### src/rtl/pll_mgmt_responder.sv
// Avalon-MM PLL reconfiguration responder: shadow/active divider registers,
// modelled reconfiguration busy time, relock time and lock indication.
module pll_mgmt_responder #(
  parameter int unsigned BUSY_CYCLES = 16,
  parameter int unsigned LOCK_CYCLES = 64,
  parameter logic [31:0] DEF_M       = 32'h00808,
  parameter logic [31:0] DEF_N       = 32'h10000,
  parameter logic [31:0] DEF_C0      = 32'h20302,
  parameter logic [31:0] DEF_K       = 32'h00000001
) (
  input  logic        clk,
  input  logic        rst_n,
  input  logic [5:0]  mgmt_address,
  input  logic        mgmt_write,
  input  logic [31:0] mgmt_writedata,
  input  logic        mgmt_read,
  output logic [31:0] mgmt_readdata,
  output logic        mgmt_waitrequest,
  input  logic        pll_rst,
  output logic        locked,
  output logic [8:0]  m_div,
  output logic [8:0]  n_div,
  output logic [8:0]  c0_div,
  output logic [31:0] k_frac,
  output logic [3:0]  bw,
  output logic [2:0]  cp,
  output logic        cfg_applied
);

  typedef enum logic [1:0] {IDLE, APPLY, RELOCK} state_t;

  localparam logic [5:0] ADDR_MODE   = 6'd0;
  localparam logic [5:0] ADDR_STATUS = 6'd1;
  localparam logic [5:0] ADDR_START  = 6'd2;
  localparam logic [5:0] ADDR_N      = 6'd3;
  localparam logic [5:0] ADDR_M      = 6'd4;
  localparam logic [5:0] ADDR_C      = 6'd5;
  localparam logic [5:0] ADDR_K      = 6'd7;
  localparam logic [5:0] ADDR_BW     = 6'd8;
  localparam logic [5:0] ADDR_CP     = 6'd9;

  localparam logic [15:0] BUSY_LD = 16'(BUSY_CYCLES);
  localparam logic [15:0] LOCK_LD = 16'(LOCK_CYCLES);

  state_t      state_q, state_d;
  logic [15:0] cnt_q, cnt_d;
  logic        commit;
  logic        wr_acc, rd_acc, start_wr, busy;
  logic [31:0] rd_mux;

  logic        mode_q;
  logic [31:0] m_sh, n_sh, c0_sh, k_sh;
  logic [3:0]  bw_sh;
  logic [2:0]  cp_sh;
  logic [16:0] m_act, n_act, c0_act;

  assign mgmt_waitrequest = (state_q == APPLY);
  assign wr_acc   = mgmt_write & ~mgmt_waitrequest;
  assign rd_acc   = mgmt_read & ~mgmt_waitrequest;
  assign start_wr = wr_acc && (mgmt_address == ADDR_START);
  assign busy     = (state_q != IDLE);
  assign cfg_applied = commit;

  // Bypass forces 1; a zero high+low sum also degenerates to 1.
  function automatic logic [8:0] div_eff(input logic [16:0] r);
    logic [8:0] sum;
    sum = {1'b0, r[15:8]} + {1'b0, r[7:0]};
    if (r[16] || (sum == 9'd0)) return 9'd1;
    return sum;
  endfunction

  assign m_div  = div_eff(m_act);
  assign n_div  = div_eff(n_act);
  assign c0_div = div_eff(c0_act);

  always_comb begin
    // NOTE: every signal written here gets a default first so no path leaves it unassigned (no latch).
    state_d = state_q;
    cnt_d   = cnt_q;
    commit  = 1'b0;
    unique case (state_q)
      IDLE: begin
        if (pll_rst) begin
          state_d = RELOCK;
          cnt_d   = LOCK_LD;
        end else if (start_wr) begin
          state_d = APPLY;
          cnt_d   = BUSY_LD;
        end
      end
      APPLY: begin
        // pll_rst is not honoured here; it acts once RELOCK is reached.
        if (cnt_q == 16'd1) begin
          commit  = 1'b1;
          state_d = RELOCK;
          cnt_d   = LOCK_LD;
        end else begin
          cnt_d = cnt_q - 16'd1;
        end
      end
      RELOCK: begin
        if (pll_rst) begin
          cnt_d = LOCK_LD;
        end else if (start_wr) begin
          state_d = APPLY;
          cnt_d   = BUSY_LD;
        end else if (cnt_q == 16'd1) begin
          state_d = IDLE;
          cnt_d   = 16'd0;
        end else begin
          cnt_d = cnt_q - 16'd1;
        end
      end
      default: begin
        state_d = RELOCK;
        cnt_d   = LOCK_LD;
      end
    endcase
  end

  // NOTE: sequential state uses non-blocking assignments so every flop samples pre-edge values.
  always_ff @(posedge clk or negedge rst_n) begin
    if (!rst_n) begin
      state_q <= RELOCK;
      cnt_q   <= LOCK_LD;
      locked  <= 1'b0;
    end else begin
      state_q <= state_d;
      cnt_q   <= cnt_d;
      locked  <= (state_d == IDLE);
    end
  end

  always_comb begin
    rd_mux = 32'd0;
    case (mgmt_address)
      ADDR_MODE:   rd_mux = {31'd0, mode_q};
      ADDR_STATUS: rd_mux = {30'd0, locked, busy};
      ADDR_N:      rd_mux = n_sh;
      ADDR_M:      rd_mux = m_sh;
      ADDR_C:      rd_mux = c0_sh;
      ADDR_K:      rd_mux = k_sh;
      ADDR_BW:     rd_mux = {28'd0, bw_sh};
      ADDR_CP:     rd_mux = {29'd0, cp_sh};
      default:     rd_mux = 32'd0;
    endcase
  end

  always_ff @(posedge clk or negedge rst_n) begin
    if (!rst_n) begin
      mgmt_readdata <= 32'd0;
      mode_q <= 1'b0;
      m_sh   <= DEF_M;
      n_sh   <= DEF_N;
      c0_sh  <= DEF_C0;
      k_sh   <= DEF_K;
      bw_sh  <= 4'd7;
      cp_sh  <= 3'd1;
      m_act  <= DEF_M[16:0];
      n_act  <= DEF_N[16:0];
      c0_act <= DEF_C0[16:0];
      k_frac <= DEF_K;
      bw     <= 4'd7;
      cp     <= 3'd1;
    end else begin
      if (rd_acc) mgmt_readdata <= rd_mux;
      if (wr_acc) begin
        case (mgmt_address)
          ADDR_MODE: mode_q <= mgmt_writedata[0];
          ADDR_N:    n_sh   <= mgmt_writedata;
          ADDR_M:    m_sh   <= mgmt_writedata;
          // Only counter select 0 (C0) is modelled; other selects are dropped.
          ADDR_C:    if (mgmt_writedata[22:18] == 5'd0) c0_sh <= mgmt_writedata;
          ADDR_K:    k_sh   <= mgmt_writedata;
          ADDR_BW:   bw_sh  <= mgmt_writedata[3:0];
          ADDR_CP:   cp_sh  <= mgmt_writedata[2:0];
          default: ;
        endcase
      end
      if (commit) begin
        m_act  <= m_sh[16:0];
        n_act  <= n_sh[16:0];
        c0_act <= c0_sh[16:0];
        k_frac <= k_sh;
        bw     <= bw_sh;
        cp     <= cp_sh;
      end
    end
  end

endmodule

### config.mk
export PLATFORM = sky130hd
export DESIGN_NAME = pll_mgmt_responder
export DESIGN_NICKNAME = d
export VERILOG_FILES = /design/src/rtl/pll_mgmt_responder.sv
export SDC_FILE = /design/constraint.sdc
export NUM_CORES = 1
export LEC_CHECK = 0
export ABC_AREA = 1
export BUFFER_PORTS_ARGS = -buffer_cell sky130_fd_sc_hd__buf_4
export CAP_MARGIN = 20
export CORE_MARGIN = 2
export CORE_UTILIZATION = 30
export CTS_CLUSTER_SIZE = 8
export DETAILED_ROUTE_END_ITERATION = 16
export GPL_ROUTABILITY_DRIVEN = 0
export PLACE_DENSITY = 0.44
export SYNTH_ARGS = -nofsm -noshare
export SYNTH_HDL_FRONTEND = slang
export SYNTH_SLANG_ARGS = --single-unit
### constraint.sdc
create_clock -name clk -period 2.42 [get_ports clk]
set_input_delay 0.121 -clock clk [delete_from_list [all_inputs] [get_ports clk]]
set_output_delay 0.121 -clock clk [all_outputs]
set_load 0.01 [all_outputs]
==> flow_summary.ini, run 1 <==
[outcome]
status = finished, violations left
violations = setup timing

[global_route]
grt-ovfl-total = 0
grt_pass1_wl_um = 62800
grt_pass1_vias = 10800
antenna_found_initial = 0
track_usage_pct = 18.1
grt_max_degree = 115

[die]
fp.dieH_um = 212
dieArea_um2 = 45000
initial_core_util_pct = 30.3
rows = 76
core_region_area_um2 = 42900
dieWidth_um = 212
ios = 144

[route]
drt-pass1-iter-count = 5
wire_per_inst_um = 16.4
num_vias = 11000
post-route-drc-count = 0
antenna_left = 0
drt_iter0_markers = 673
vias_per_cell = 4.54
wl_um = 39800

[sta]
rsz0062_at_grt = yes
slew_headroom_pct = 61.7
fin_ws_ps = -261
fin_hold_ws_ps = 39.2
drv_slew = 0
finalSetupViolCount = 24
finalClockSkew_ps = 9.79
fin_crit_ps = 2680
post-route-period-util_pct = 111
worst_pin_slew_ps = 574
finalHoldViolCount = 0
max_freq_mhz = 373

[logic_synthesis]
ys_seq_area_share_pct = 53.6
synth-seq-cells = 277
synth_cells = 1609
synth.net_count = 1681
synthArstFlopShare_pct = 100
avgSynthCellArea_um2 = 8.07
synth_ff_type = dfrtp_1
yosys.cell_types.count = 36
synth_warnings = 0
netlist_area_um2 = 13000
synth_edf_count = 0

[power_and_ir_drop]
switching_share_pct = 27.2
p_leak_nw = 8.49
net-switching-power_mw = 3.25
power_density_nw_per_um2 = 720
seq_power_share_pct = 44.7
pwr-share-comb_pct = 11.5
ir_drop_uv = 408
power.share.clock_pct = 43.8
power.internal_mw = 8.72
finalPower_mw = 12.0

[placed_design]
dp.cells = 2304
dp_hpwl_um = 26900
place_ws_ps = 221
dpl_cell_area_um2 = 14800
port_buffers = 143

[hold_path]
worstHoldPathType = input port to flip-flop
min_from = mgmt_address[0]
worstHoldPathCells = 6
min_to = mode_q$_DFFE_PN0P_

[setup_path]
required_ps = 2300
cp_cell_sequence = ha_2, fa_2, nand2_2, nand2_4, nand2_4, buf_6, nor3_1, nor2_1, nand3_2, nand2_4, nor2_1, buf_4
path_max_fanout = 7
cp_data_arrival_time_ps = 2560
slowest_stage = dfrtp_1
cp-startpoint = m_act[0]$_DFFE_PN0P_
critPathLaunchType = flip-flop
r2r_slack_ps = 530
reg2reg_from = state_q[1]$_DFF_PN1_
cp-end-kind = output port
worst_r2r_endpoint = cnt_q[13]$_DFFE_PN0P_
crit_top_cell = nand2_4
cp_slowest_stage_delay_ps = 380
rr_worst_depth = 9
criticalPathCategory = flip-flop to output port

[clock_tree]
cts.clk_slew.worst_paths_ps = 50
cts_made_buffers = 40
clock_path_buffers = 3
htreeDepth = 2
cts_root_buffer = clkbuf_16
cts_tree = done
clkLatencyLatePin_ps = 550
clkSinkCount = 277

[layout]
drive_gt1_share_pct = 18.0
n_antenna_cell = 0
area_growth_pct = 28.1
fin_area_um2 = 16600
fin_nets = 1879
instances_no_fill = 2422
nFillCells = 4484

[run]
cap_violations = 0
==> cell type report <==
class                   count  area [um2]  share of cell area [%]
multi-input cells        1107        5330                    32.1
repair buffers            217        1830                    11.0
flip-flops and latches    277        6960                    41.9
clock inverters             2        17.5                   0.105
clock buffers              70        1130                    6.82
well taps                 585         732                    4.40
inverters                 164         621                    3.73
==> cells in the mapped netlist (14+ instances only) <==
library cell / count / area share, %
nand2_1: 622 / 18
dfrtp_1: 252 / 49
inv_1: 154 / 4.5
o21ai_0: 135 / 5.2
nor2_1: 113 / 3.3
nand3_1: 54 / 2.1
a21oi_1: 38 / 1.5
buf_2: 37 / 1.4
ha_1: 26 / 2.5
o21ai_1: 26 / 1.0
dfstp_2: 25 / 5.1
clkbuf_1: 18 / 0.52
xor2_1: 14 / 0.94
==> worst max path at each step <==
stage                     slack (ps)         to  cells after the start
after CTS                       -200  c0_div[1]                     11
after floorplan                  500  c0_div[1]                     10
after global placement           270  c0_div[1]                     13
after detailed placement         220  c0_div[4]                     13
final                           -260   m_div[7]                     12
after global routing            -400   m_div[7]                     12
==> what timing repair did <==
| item | in CTS | in global routing |
|---|---|---|
| endpoints found under the setup margin | 25 | 25 |
| resized for setup | 21 | 52 |
| gates cloned | 0 | 0 |
| hold endpoints to repair | 233 | 0 |
| pin swaps | 14 | 20 |
| buffers inserted | 7 | 5 |
| hold buffers | 34 | 0 |
==> routing by layer <==
metal / share of wire, % / up-vias / track usage [%]
met5: 0 / - / 0
met4: 1.8 / 0 / 4.40
met3: 4.4 / 45 / 3.28
met2: 44 / 223 / 27.2
met1: 50 / 5243 / 26.8
li1: - / 5476 / -
==> sequential cells by signal (all words and copies together) (netlist names) <==
name,count
mode_q,1
n_sh,32
c0_sh,32
locked,1
mgmt_readdata,32
cp,3
k_frac,32
bw_sh,4
bw,4
m_act,17
state_q,2
n_act,17
cnt_q,16
m_sh,32
cp_sh,3
k_sh,32
c0_act,17
==> worst max-delay path: cells and delay by family, from the launching register on <==
| kind | cells | cell delay [ps] |
|---|---|---|
| flops | 1 | 380 |
| fa+ha+maj | 2 | 580 |
| simple gates | 8 | 810 |
| buf+inv | 2 | 230 |
==> placed cells by master, fill, tap and decap left out, types with 6 or more instances in the layout <==
master           n
nand3_2         10
ha_1            21
buf_12           7
a21oi_1         38
nor2_4          11
buf_4          169
a22oi_1         11
nand2_2         17
nand2_1        604
nor3_1          10
nand4_1         12
nor2_2          12
dfstp_2         25
inv_2           11
buf_6            6
nand2_4          7
nand3_1         47
dlygate4sd3_1   34
o2111ai_1       13
clkbuf_16       41
nor2_1          95
o21ai_1         26
inv_1          152
dfrtp_1        252
xor2_1          14
o21ai_0        135
clkbuf_1        29
==> kinds of logic (layout without fill, tap and decap cells) <==
| group | Yosys count | in the layout | share of synthesized area, % |
|---|---|---|---|
| AOI/OAI and AO/OA | 231 | 231 | 9.59 |
| xor gates and xnor gates | 15 | 15 | 1.01 |
| adders and majority gates | 29 | 29 | 2.97 |
| buffers and inverters | 225 | 453 | 7.06 |
| DFF | 277 | 277 | 53.6 |
| muxes | 1 | 1 | 0.0771 |
| and+or+nand+nor | 831 | 831 | 25.7 |
==> power groups by stage <==
stage / clock network (mW) / registers [mW] / logic, mW
detailed placement: 0 / 5.43 / 1.33
CTS: 5.43 / 5.35 / 1.38
floorplan: 0 / 5.33 / 0.882
finish: 5.24 / 5.35 / 1.38
global route: 5.61 / 5.40 / 1.59
global placement: 0 / 5.42 / 1.32
==> stage by stage <==
| step | TNS (ps) | utilization (%) |
|---|---|---|
| floorplan | 0 | - |
| global placement | 0 | 34.5 |
| detailed placement | 0 | 34.5 |
| CTS | -3980 | 38.3 |
| global route | -7800 | 38.8 |
| finish | -4380 | 38.8 |
Note: power is estimated with default switching activity, not from simulation.
==> run 2: changes to the inputs <==
--- a/config.mk
+++ b/config.mk
@@ -13,7 +13,9 @@
 export CTS_CLUSTER_SIZE = 8
 export DETAILED_ROUTE_END_ITERATION = 16
 export GPL_ROUTABILITY_DRIVEN = 0
+export GPL_TIMING_DRIVEN = 0
 export PLACE_DENSITY = 0.44
+export SKIP_CTS_REPAIR_TIMING = 1
 export SYNTH_ARGS = -nofsm -noshare
 export SYNTH_HDL_FRONTEND = slang
 export SYNTH_SLANG_ARGS = --single-unit
==> run 2 against run 1 <==
Total power rose by 0.32%. The flow still finishes with violations (setup timing). Worst setup slack improved by 27 ps. Via count rose by 3.0%. Critical endpoint is now c0_div[1]. Sequential cell count did not move. First-iteration DRC count fell by 3.6%. Highest routed layer unchanged.
==> flow_summary.ini, run 2 (synthesis results as in run 1) <==
[outcome]
status = finished, violations left
violations = setup timing

[placed_design]
dp.cells = 2339
dp_hpwl_um = 30700
port_buffers = 143

[sta]
setup_tns_ps = -5020
finalHoldViolCount = 0
rsz0062_at_grt = yes
max_freq_mhz = 377
finalClockSkew_ps = 14.2
worst_pin_slew_ps = 775
slew_headroom_pct = 48.3
drv_slew = 0
fin_ws_ps = -234
post-route-period-util_pct = 110
finalSetupViolCount = 25
fin_crit_ps = 2650

[global_route]
grt_max_degree = 105
track_usage_pct = 19.7
grt_pass1_vias = 11300
antenna_found_initial = 0
grt-ovfl-total = 0
grt_pass1_wl_um = 67300

[power_and_ir_drop]
net-switching-power_mw = 3.27
pwr-share-comb_pct = 11.2
seq_power_share_pct = 44.7
power.internal_mw = 8.74
ir_drop_uv = 397
switching_share_pct = 27.3
power_density_nw_per_um2 = 718
finalPower_mw = 12.0
power.share.clock_pct = 44.1
p_leak_nw = 8.57

[route]
drt-pass1-iter-count = 6
drt_iter0_markers = 649
wl_um = 43200
wire_per_inst_um = 17.6
post-route-drc-count = 0
antenna_left = 0
vias_per_cell = 4.61
num_vias = 11300

[clock_tree]
clock_path_buffers = 3
cts_root_buffer = clkbuf_16
cts.clk_slew.worst_paths_ps = 50
clkSinkCount = 277
clkLatencyLatePin_ps = 550
cts_made_buffers = 40
htreeDepth = 2
cts_tree = done

[setup_path]
slowest_stage = dfstp_2
required_ps = 2300
cp_cell_sequence = ha_4, fa_2, inv_2, nand2_1, nor2_2, nand3_2, nor2_2, nand3_2, nand2_4, nor2_1, buf_4
cpLargestDelayFamily = simple AND/OR/NAND/NOR gates
cp-end-kind = output port
r2r_slack_ps = 290
critPathLaunchType = flip-flop
cp_data_arrival_time_ps = 2530
cp_slowest_stage_delay_ps = 560
criticalPathCategory = flip-flop to output port
path_max_fanout = 7
critPathBufInv = 2

[run]
cap_violations = 0

[die]
initial_core_util_pct = 30.3
rows = 76
ios = 144
dieArea_um2 = 45000
core_region_area_um2 = 42900
fp.dieH_um = 212
dieWidth_um = 212

[hold_path]
worstHoldPathType = input port to flip-flop

[layout]
area_growth_pct = 28.8
final_cell_mix = 602 x nand2_1, 251 x dfrtp_1, 153 x inv_1, 150 x buf_4, 135 x o21ai_0
layout_commonest_cell = nand2_1
n_antenna_cell = 0
fin_nets = 1913
instances_no_fill = 2455
drive_gt1_share_pct = 18.8
nFillCells = 4515
[run 2: cell types whose count changed in the layout (fill, tap and decap cells not counted), moves of 3 or more]
cell and change:
nand2_4 +4, buf_2 +36, ha_2 -4, nor3_2 +3, nor2_4 -4, buf_12 -7
nand3_2 +4, buf_4 -19, nor2_2 +5, clkbuf_1 +16, nand3_1 -3
[run 2: worst paths after layout]
check | startpoint | endpoint | cells after the start
setup / recovery | c0_act[8]$_DFFE_PN1P_ | c0_div[1] | 11
hold / removal | mgmt_read | mgmt_readdata[31]$_DFFE_PN0P_ | 4
setup reg to reg | state_q[1]$_DFF_PN1_ | mgmt_readdata[20]$_DFFE_PN0P_ | 7
hold reg to reg | k_frac[0]$_DFFE_PN1P_ | k_frac[0]$_DFFE_PN1P_ | 2
max in group asynchronous | rst_n | n_act[15]$_DFFE_PN0P_ | 3
min in group asynchronous | rst_n | k_frac[23]$_DFFE_PN0P_ | 2
[run 2: layout make-up]
type	count	area, um2	area share (%)
Timing Repair Buffer	191	1590	9.48
Clock inverter	2	17.5	0.105
Buffer	60	297	1.77
Clock buffer	69	1140	6.82
Multi-Input combinational cell	1107	5370	32.1
Inverter	164	621	3.71
Tap cell	585	732	4.38
Sequential cell	277	6960	41.6
[run 2: worst min-delay path: stages]
cell	delay (ps)
buf_4	80
nand2_1	190
nand2_1	120
nand2_1	50
[run 2: routing by layer]
layer	wire length (um)	share of wire [%]	up-vias	global-route usage [%]
met3	1870	4.3	60	3.41
met4	867	2.0	0	4.93
met5	0	0	-	0
met1	21400	50	5470	28.7
met2	19000	44	230	30.4
li1	-	-	5555	-
[run 2: metrics by stage]
step | worst slack, ps | hold WS [ps] | utilization (%) | area [um2]
2_1_floorplan | 503 | -175 | - | 13000
3_3_place_gp | -1380 | 354 | 34.5 | 14800
3_5_place_dp | 92.3 | 218 | 34.6 | 14900
4_1_cts | -511 | -371 | 37.3 | 16000
5_1_grt | -379 | 103 | 39.0 | 16700
6_report | -234 | 43.4 | 39.0 | 16700
[run 2: power groups by stage]
stage / sequential (mW) / clock [mW] / combinational, mW
after floorplan: 5.33 / 0 / 0.882
final: 5.37 / 5.30 / 1.35
after CTS: 5.37 / 5.44 / 1.32
after global routing: 5.42 / 5.65 / 1.56
after detailed placement: 5.44 / 0 / 1.31
after global placement: 5.44 / 0 / 1.27
